$ cat config.mk
export PLATFORM = sky130hd
export DESIGN_NAME = vram_arbiter
export DESIGN_NICKNAME = d
export VERILOG_FILES = /design/src/rtl/vram_pkg.sv /design/src/rtl/vram_tag_pipe.sv /design/src/rtl/vram_arbiter.sv
export SDC_FILE = /design/constraint.sdc
export NUM_CORES = 1
export LEC_CHECK = 0
export ABC_AREA = 1
export BUFFER_PORTS_ARGS = -buffer_cell sky130_fd_sc_hd__buf_2
export CORE_MARGIN = 4
export CORE_UTILIZATION = 25
export DETAILED_ROUTE_END_ITERATION = 8
export PLACE_DENSITY = 0.49
export RECOVER_POWER = 25
export REMOVE_ABC_BUFFERS = 1
export SETUP_SLACK_MARGIN = 0.1
export SYNTH_ARGS = -nofsm -noshare
export SYNTH_HDL_FRONTEND = slang
export SYNTH_SLANG_ARGS = --single-unit
$ cat constraint.sdc
create_clock -name clk -period 3.3 [get_ports clk]
set_clock_uncertainty 0.05 [all_clocks]
set_input_delay 0.33 -clock clk [delete_from_list [all_inputs] [get_ports clk]]
set_output_delay 0.33 -clock clk [all_outputs]
set_load 0.03 [all_outputs]
$ cat src/rtl/vram_pkg.sv
// Shared types and text-mode geometry for the VRAM arbiter and its tag pipeline.
package vram_pkg;

    localparam int CHARS_PER_WORD = 4;
    localparam int TEXT_COLS      = 80;
    localparam int TEXT_ROWS      = 30;
    localparam int VRAM_WORDS     = (TEXT_COLS * TEXT_ROWS) / CHARS_PER_WORD;

    typedef enum logic {
        OWN_DISP = 1'b0,
        OWN_CPU  = 1'b1
    } owner_e;

    typedef enum logic [1:0] {
        CPU_IDLE = 2'd0,
        CPU_WAIT = 2'd1,
        CPU_READ = 2'd2
    } cpu_state_e;

    typedef struct packed {
        logic   valid;
        owner_e owner;
    } tag_t;

endpackage

$ cat src/rtl/vram_tag_pipe.sv
// RD_LAT-deep {valid, owner} shift register; pop_o lines up with the BRAM
// read data produced for the grant that pushed it.
module vram_tag_pipe
    import vram_pkg::*;
#(
    parameter int RD_LAT = 2
) (
    input  logic clk,
    input  logic reset,
    input  tag_t push_i,
    output tag_t pop_o
);

    tag_t tag_q [RD_LAT];
    tag_t tag_d [RD_LAT];

    always_comb begin
        tag_d[0] = push_i;
        for (int i = 1; i < RD_LAT; i++) begin
            tag_d[i] = tag_q[i-1];
        end
    end

    always_ff @(posedge clk) begin
        if (reset) begin
            for (int i = 0; i < RD_LAT; i++) begin
                tag_q[i] <= '0;
            end
        end else begin
            for (int i = 0; i < RD_LAT; i++) begin
                tag_q[i] <= tag_d[i];
            end
        end
    end

    assign pop_o = tag_q[RD_LAT-1];

endmodule

$ cat src/rtl/vram_arbiter.sv
// Single-port VRAM arbiter: display has fixed priority, the CPU gets a forced
// slot after MAX_WAIT consecutive losses; read data is routed back by tag.
module vram_arbiter
    import vram_pkg::*;
#(
    parameter int ADDR_W   = 10,
    parameter int DATA_W   = 32,
    parameter int RD_LAT   = 2,
    parameter int MAX_WAIT = 15
) (
    input  logic                  clk,
    input  logic                  reset,
    input  logic                  disp_req,
    input  logic [ADDR_W-1:0]     disp_addr,
    output logic                  disp_gnt,
    output logic                  disp_rvalid,
    output logic [DATA_W-1:0]     disp_rdata,
    input  logic                  cpu_req,
    input  logic                  cpu_we,
    input  logic [ADDR_W-1:0]     cpu_addr,
    input  logic [DATA_W-1:0]     cpu_wdata,
    input  logic [DATA_W/8-1:0]   cpu_be,
    output logic                  cpu_ack,
    output logic [DATA_W-1:0]     cpu_rdata,
    output logic                  mem_en,
    output logic [DATA_W/8-1:0]   mem_we,
    output logic [ADDR_W-1:0]     mem_addr,
    output logic [DATA_W-1:0]     mem_wdata,
    input  logic [DATA_W-1:0]     mem_rdata,
    output logic [15:0]           disp_miss_cnt
);

    localparam int WAIT_W = 8;

    cpu_state_e        state_q, state_d;
    logic [WAIT_W-1:0] wait_q, wait_d;
    logic              cpu_ack_q, cpu_ack_d;
    logic [DATA_W-1:0] cpu_rdata_q, cpu_rdata_d;
    logic              disp_rvalid_q, disp_rvalid_d;
    logic [DATA_W-1:0] disp_rdata_q, disp_rdata_d;
    logic [15:0]       miss_q, miss_d;

    logic cpu_compete, force_cpu, cpu_win, disp_win;
    tag_t push_tag, pop_tag;

    // CPU handshake: req/we/addr/wdata/be are held until the one-cycle
    // cpu_ack; the ack cycle itself never starts a new CPU access, so a
    // requester that drops req on seeing ack cannot cause a repeat.
    always_comb begin
        cpu_compete = !reset && !cpu_ack_q && cpu_req &&
                      (state_q == CPU_IDLE || state_q == CPU_WAIT);
        force_cpu   = cpu_compete && (wait_q == WAIT_W'(MAX_WAIT));
        disp_win    = !reset && disp_req && !force_cpu;
        cpu_win     = cpu_compete && !disp_win;
    end

    assign disp_gnt  = disp_win;
    assign mem_en    = cpu_win || disp_win;
    assign mem_we    = (cpu_win && cpu_we) ? cpu_be : '0;
    assign mem_addr  = cpu_win ? cpu_addr : (disp_win ? disp_addr : '0);
    assign mem_wdata = mem_en ? cpu_wdata : '0;

    always_comb begin
        push_tag.valid = disp_win || (cpu_win && !cpu_we);
        push_tag.owner = cpu_win ? OWN_CPU : OWN_DISP;
    end

    vram_tag_pipe #(
        .RD_LAT (RD_LAT)
    ) u_tag_pipe (
        .clk    (clk),
        .reset  (reset),
        .push_i (push_tag),
        .pop_o  (pop_tag)
    );

    always_comb begin
        state_d       = state_q;
        wait_d        = wait_q;
        cpu_ack_d     = 1'b0;
        cpu_rdata_d   = cpu_rdata_q;
        disp_rvalid_d = 1'b0;
        disp_rdata_d  = disp_rdata_q;
        miss_d        = miss_q;

        case (state_q)
            CPU_IDLE, CPU_WAIT: begin
                if (cpu_compete) begin
                    if (cpu_win) begin
                        state_d = cpu_we ? CPU_IDLE : CPU_READ;
                    end else begin
                        state_d = CPU_WAIT;
                    end
                end
            end
            CPU_READ: begin
                if (pop_tag.valid && pop_tag.owner == OWN_CPU) begin
                    state_d     = CPU_IDLE;
                    cpu_ack_d   = 1'b1;
                    cpu_rdata_d = mem_rdata;
                end
            end
            default: state_d = CPU_IDLE;
        endcase

        if (cpu_win && cpu_we) begin
            cpu_ack_d = 1'b1;
        end

        if (cpu_win) begin
            wait_d = '0;
        end else if (cpu_compete) begin
            if (wait_q < WAIT_W'(MAX_WAIT)) begin
                wait_d = wait_q + 1'b1;
            end
        end else if (state_q == CPU_IDLE && !cpu_req) begin
            wait_d = '0;
        end

        if (pop_tag.valid && pop_tag.owner == OWN_DISP) begin
            disp_rvalid_d = 1'b1;
            disp_rdata_d  = mem_rdata;
        end

        if (force_cpu && disp_req && miss_q != 16'hFFFF) begin
            miss_d = miss_q + 16'd1;
        end
    end

    always_ff @(posedge clk) begin
        if (reset) begin
            state_q       <= CPU_IDLE;
            wait_q        <= '0;
            cpu_ack_q     <= 1'b0;
            cpu_rdata_q   <= '0;
            disp_rvalid_q <= 1'b0;
            disp_rdata_q  <= '0;
            miss_q        <= '0;
        end else begin
            state_q       <= state_d;
            wait_q        <= wait_d;
            cpu_ack_q     <= cpu_ack_d;
            cpu_rdata_q   <= cpu_rdata_d;
            disp_rvalid_q <= disp_rvalid_d;
            disp_rdata_q  <= disp_rdata_d;
            miss_q        <= miss_d;
        end
    end

    assign cpu_ack       = cpu_ack_q;
    assign cpu_rdata     = cpu_rdata_q;
    assign disp_rvalid   = disp_rvalid_q;
    assign disp_rdata    = disp_rdata_q;
    assign disp_miss_cnt = miss_q;

endmodule

==> qor_table.md <==
| Metric | Reported | Unit |
| --- | --- | --- |
| DRT Pass-1 Iters | 4 | - |
| Nature of the critical path startpoint | flip-flop | - |
| Share of the clock period used by the worst path | 0.7496 | - |
| Relative max-transition margin | 0.4480 | - |
| H-tree lvl count | 3 | - |
| Share of layout cells above drive strength 1 | 0.2438 | - |
| Number of buffers added on ports | 222 | - |
| Post-DR vias/cell | 4.211 | - |
| Number of buffers added to fix hold violations after cts | 0 | - |
| Number of buffers inserted during clock tree synthesis | 9 | - |
| Peak-usage layer in the global routing report | met2 | - |
| Worst Hold Path Cells | 3 | - |
| Clock net sink count | 96 | - |
| Pwr dens | 452.0 | nW/um^2 |
| Required time worst endpoint | 2920 | ps |
| Initial antenna violation count | 0 | - |
| Worst-Margin Slew | 827.2 | ps |
| Row count | 47 | - |
| Number of slew-limit violations in the final report | 0 | - |
| Clock tree from TritonCTS | done | - |
| Post-synthesis register bit count | 96 | - |
| Endpoint type of the worst setup path | output pin | - |
| Class of the tightest hold or removal check | input pin to flip-flop | - |
| Depth of the most critical reg-to-reg path | 7 | - |
| Inserted Diodes | 0 | - |
| Setup TNS after final layout | 0 | ps |
| Setup violations, final | 0 | - |
| Vias in the first global route | 4360 | - |
| FFs w/ async S/R, synth | 0 | - |
| WS Path Type | flip-flop to output pin | - |
| # nets final | 935 | - |
| Crit path arrival time | 2090 | ps |
| Drt initial violations | 230 | - |
| RePlAce Congestion | 0.7561 | - |
| Maximum fanout along the worst path | 12 | - |
| GR Util met3 | 0.02241 | - |
| Final Core Density | 0.3480 | - |
| Initial core utilization | 0.2567 | - |
| Clk_lat worst skew | 340 | ps |
| Area growth from synthesis to layout | 35.58 | % |
| Mapped Area | 4287 | um^2 |
| EDFF count, synth | 0 | - |
| Post-route antenna net violation count | 0 | - |
| Endpoints failing hold | 0 | - |
| Height of the chip | 138.9 | um |
| DIE AREA | 19310 | um^2 |
| Maximum Capacitance Violations | 0 | - |
| Final worst hold slack | 168.1 | ps |
| Min Clock Period, post-route | 2474 | ps |
| Number of top-level design ports | 223 | - |
| Floorplan die width | 138.9 | um |
| Floorplan core area | 16700 | um^2 |
| Largest net degree at the start of global routing | 60 | - |
| Power after layout | 2.627 | mW |
| Routed len/inst | 12.98 | um |
| CTS Root Cell | sky130_fd_sc_hd__clkbuf_16 | - |
| Remaining global-route overflow | 0 | - |
| Post-CTS Resized | 0 | - |
| Vias after detailed routing | 4485 | - |
| Deepest clock path buffer count | 2 | - |
| Global-route track usage on met2 | 0.2467 | - |
| Filler Cell Count | 1902 | - |
| Total routing usage reported by global routing | 0.1412 | - |
| Maximum clock rate | 404.2 | MHz |
| Drc violations | 0 | - |
| Yosys warning total | 0 | - |
| Wire length of the first global-routing pass | 22620 | um |
| Clock-pin slew reported for the worst setup and hold paths after clock tree synthesis | 80 | ps |
| Standby leakage power | 2.924 | nW |
| Main flop type after synthesis | sky130_fd_sc_hd__dfxtp_1 | - |
| Portion of the post-synthesis area used by sequential elements | 0.4483 | - |
| Setup repair after global routing missed its margin | no | - |
| Post-synthesis instance total | 629 | - |
| Final Routed Wirelength | 13820 | um |
| Met1 Track Usage GR | 0.1731 | - |
| Yosys cell types | 27 | - |
| DP Wirelength | 9943 | um |
| Post-CTS setup repair buffer count | 0 | - |
| IR Drop Worst-Case VDD | 0.0003081 | V |
| Outcome | finished clean | - |
| Mean cell area of the mapped netlist | 6.815 | um^2 |
[worst max-delay path, stage by stage (launching register included)]
cell	delay, ps
sky130_fd_sc_hd__dfxtp_1	400
sky130_fd_sc_hd__ha_1	200
sky130_fd_sc_hd__nand3_1	90
sky130_fd_sc_hd__nor2_2	180
sky130_fd_sc_hd__nand2_1	100
sky130_fd_sc_hd__a21oi_1	130
sky130_fd_sc_hd__buf_4	190
sky130_fd_sc_hd__nand2_1	150
sky130_fd_sc_hd__nor2_1	110
sky130_fd_sc_hd__buf_2	200
[layout by cell type (no fill, tap or decap)]
cell                           n
sky130_fd_sc_hd__nor3_4        1
sky130_fd_sc_hd__buf_2       168
sky130_fd_sc_hd__xor2_1        5
sky130_fd_sc_hd__inv_1        60
sky130_fd_sc_hd__a21oi_1      22
sky130_fd_sc_hd__nand4_1       9
sky130_fd_sc_hd__nand3_4       1
sky130_fd_sc_hd__o21ai_1       9
sky130_fd_sc_hd__nor2_2        4
sky130_fd_sc_hd__nand2_4       1
sky130_fd_sc_hd__xnor2_1       2
sky130_fd_sc_hd__clkinv_2      1
sky130_fd_sc_hd__ha_1          2
sky130_fd_sc_hd__nand2_2       2
sky130_fd_sc_hd__dfxtp_1      96
sky130_fd_sc_hd__clkbuf_1     54
sky130_fd_sc_hd__clkinvlp_4    1
sky130_fd_sc_hd__or2_2         1
sky130_fd_sc_hd__nor2_8        3
sky130_fd_sc_hd__nand2_1     100
sky130_fd_sc_hd__o21ai_0      73
sky130_fd_sc_hd__nor2_1      193
sky130_fd_sc_hd__clkbuf_16     9
sky130_fd_sc_hd__inv_6         4
sky130_fd_sc_hd__a21oi_2       1
sky130_fd_sc_hd__clkinv_8      1
sky130_fd_sc_hd__buf_4         7
sky130_fd_sc_hd__nor2_4        1
sky130_fd_sc_hd__o21bai_1      1
sky130_fd_sc_hd__nand3_1      13
[through the flow]
step,std cells,setup WS [ps],area [um^2]
after floorplan,600,903.9,4149
after detailed placement,1049,1022,5590
after global placement,1049,1077,5590
final,1065,826.3,5812
after global routing,1065,576.3,5812
after CTS,1065,782.2,5879
[cells by family after synthesis]
group           Yosys count  synth area share
compound gates          106            0.1252
xor+xnor                  7           0.01430
buf+inv                  89           0.08464
flops                    96            0.4483
fa+ha+maj                 2          0.005837
simple gates            329            0.3217
[sequential cells by signal, summed over array words and instances (netlist names)]
| signal | count |
|---|---|
| disp_rdata | 32 |
| wait_q | 8 |
| cpu_ack | 1 |
| u_tag_pipe.tag_q | 4 |
| disp_miss_cnt | 16 |
| disp_rvalid | 1 |
| cpu_rdata | 32 |
| state_q | 2 |
[where the power goes]
part	switching, mW	leakage, nW	internal, mW
logic	0.276	2.00	0.112
clock network	0.504	0.140	0.528
registers	0.0165	0.779	1.19
total	0.796	2.92	1.83
[final timing paths]
path                                      from                                 to  slack [ps]
max                     wait_q[0]$_SDFFE_PP0P_                          mem_we[2]         830
min                               mem_rdata[0]          cpu_rdata[0]$_SDFFE_PP0P_         170
max reg2reg            state_q[1]$_SDFFE_PP0P_         cpu_rdata[26]$_SDFFE_PP0P_        1250
min reg2reg  u_tag_pipe.tag_q[0][1]$_SDFF_PP0_  u_tag_pipe.tag_q[0][3]$_SDFF_PP0_         350
[synth_stat cells, types with 2 or more instances]
master,count,area share
sky130_fd_sc_hd__nor2_1,194,0.17
sky130_fd_sc_hd__nand2_1,100,0.088
sky130_fd_sc_hd__dfxtp_1,96,0.45
sky130_fd_sc_hd__o21ai_0,73,0.085
sky130_fd_sc_hd__inv_1,60,0.053
sky130_fd_sc_hd__a21oi_1,22,0.026
sky130_fd_sc_hd__clkbuf_1,18,0.016
sky130_fd_sc_hd__nand3_1,13,0.015
sky130_fd_sc_hd__nand4_1,9,0.013
sky130_fd_sc_hd__o21ai_1,9,0.011
sky130_fd_sc_hd__buf_2,7,0.0082
sky130_fd_sc_hd__xor2_1,5,0.010
sky130_fd_sc_hd__nor2_2,3,0.0044
sky130_fd_sc_hd__nor2_8,3,0.014
sky130_fd_sc_hd__buf_6,2,0.0053
sky130_fd_sc_hd__ha_1,2,0.0058
sky130_fd_sc_hd__nand2_2,2,0.0029
sky130_fd_sc_hd__xnor2_1,2,0.0041
[layer usage]
layer | wire length [um] | up-vias
li1 | - | 2381
met1 | 6147 | 1981
met2 | 6812 | 105
met3 | 549 | 18
met4 | 312 | 0
met5 | 0 | -
[cell type report]
class                           count  area (um^2)  area share
Timing Repair Buffer              229         1096      0.1886
Tap cell                          220        275.3     0.04736
Clock buffer                        9        225.2     0.03875
Sequential cell                    96         1922      0.3307
Inverter                           60        225.2     0.03875
Multi-Input combinational cell    444         2004      0.3449
Clock inverter                      7        63.81     0.01098
(Power assumes the default switching activity.)
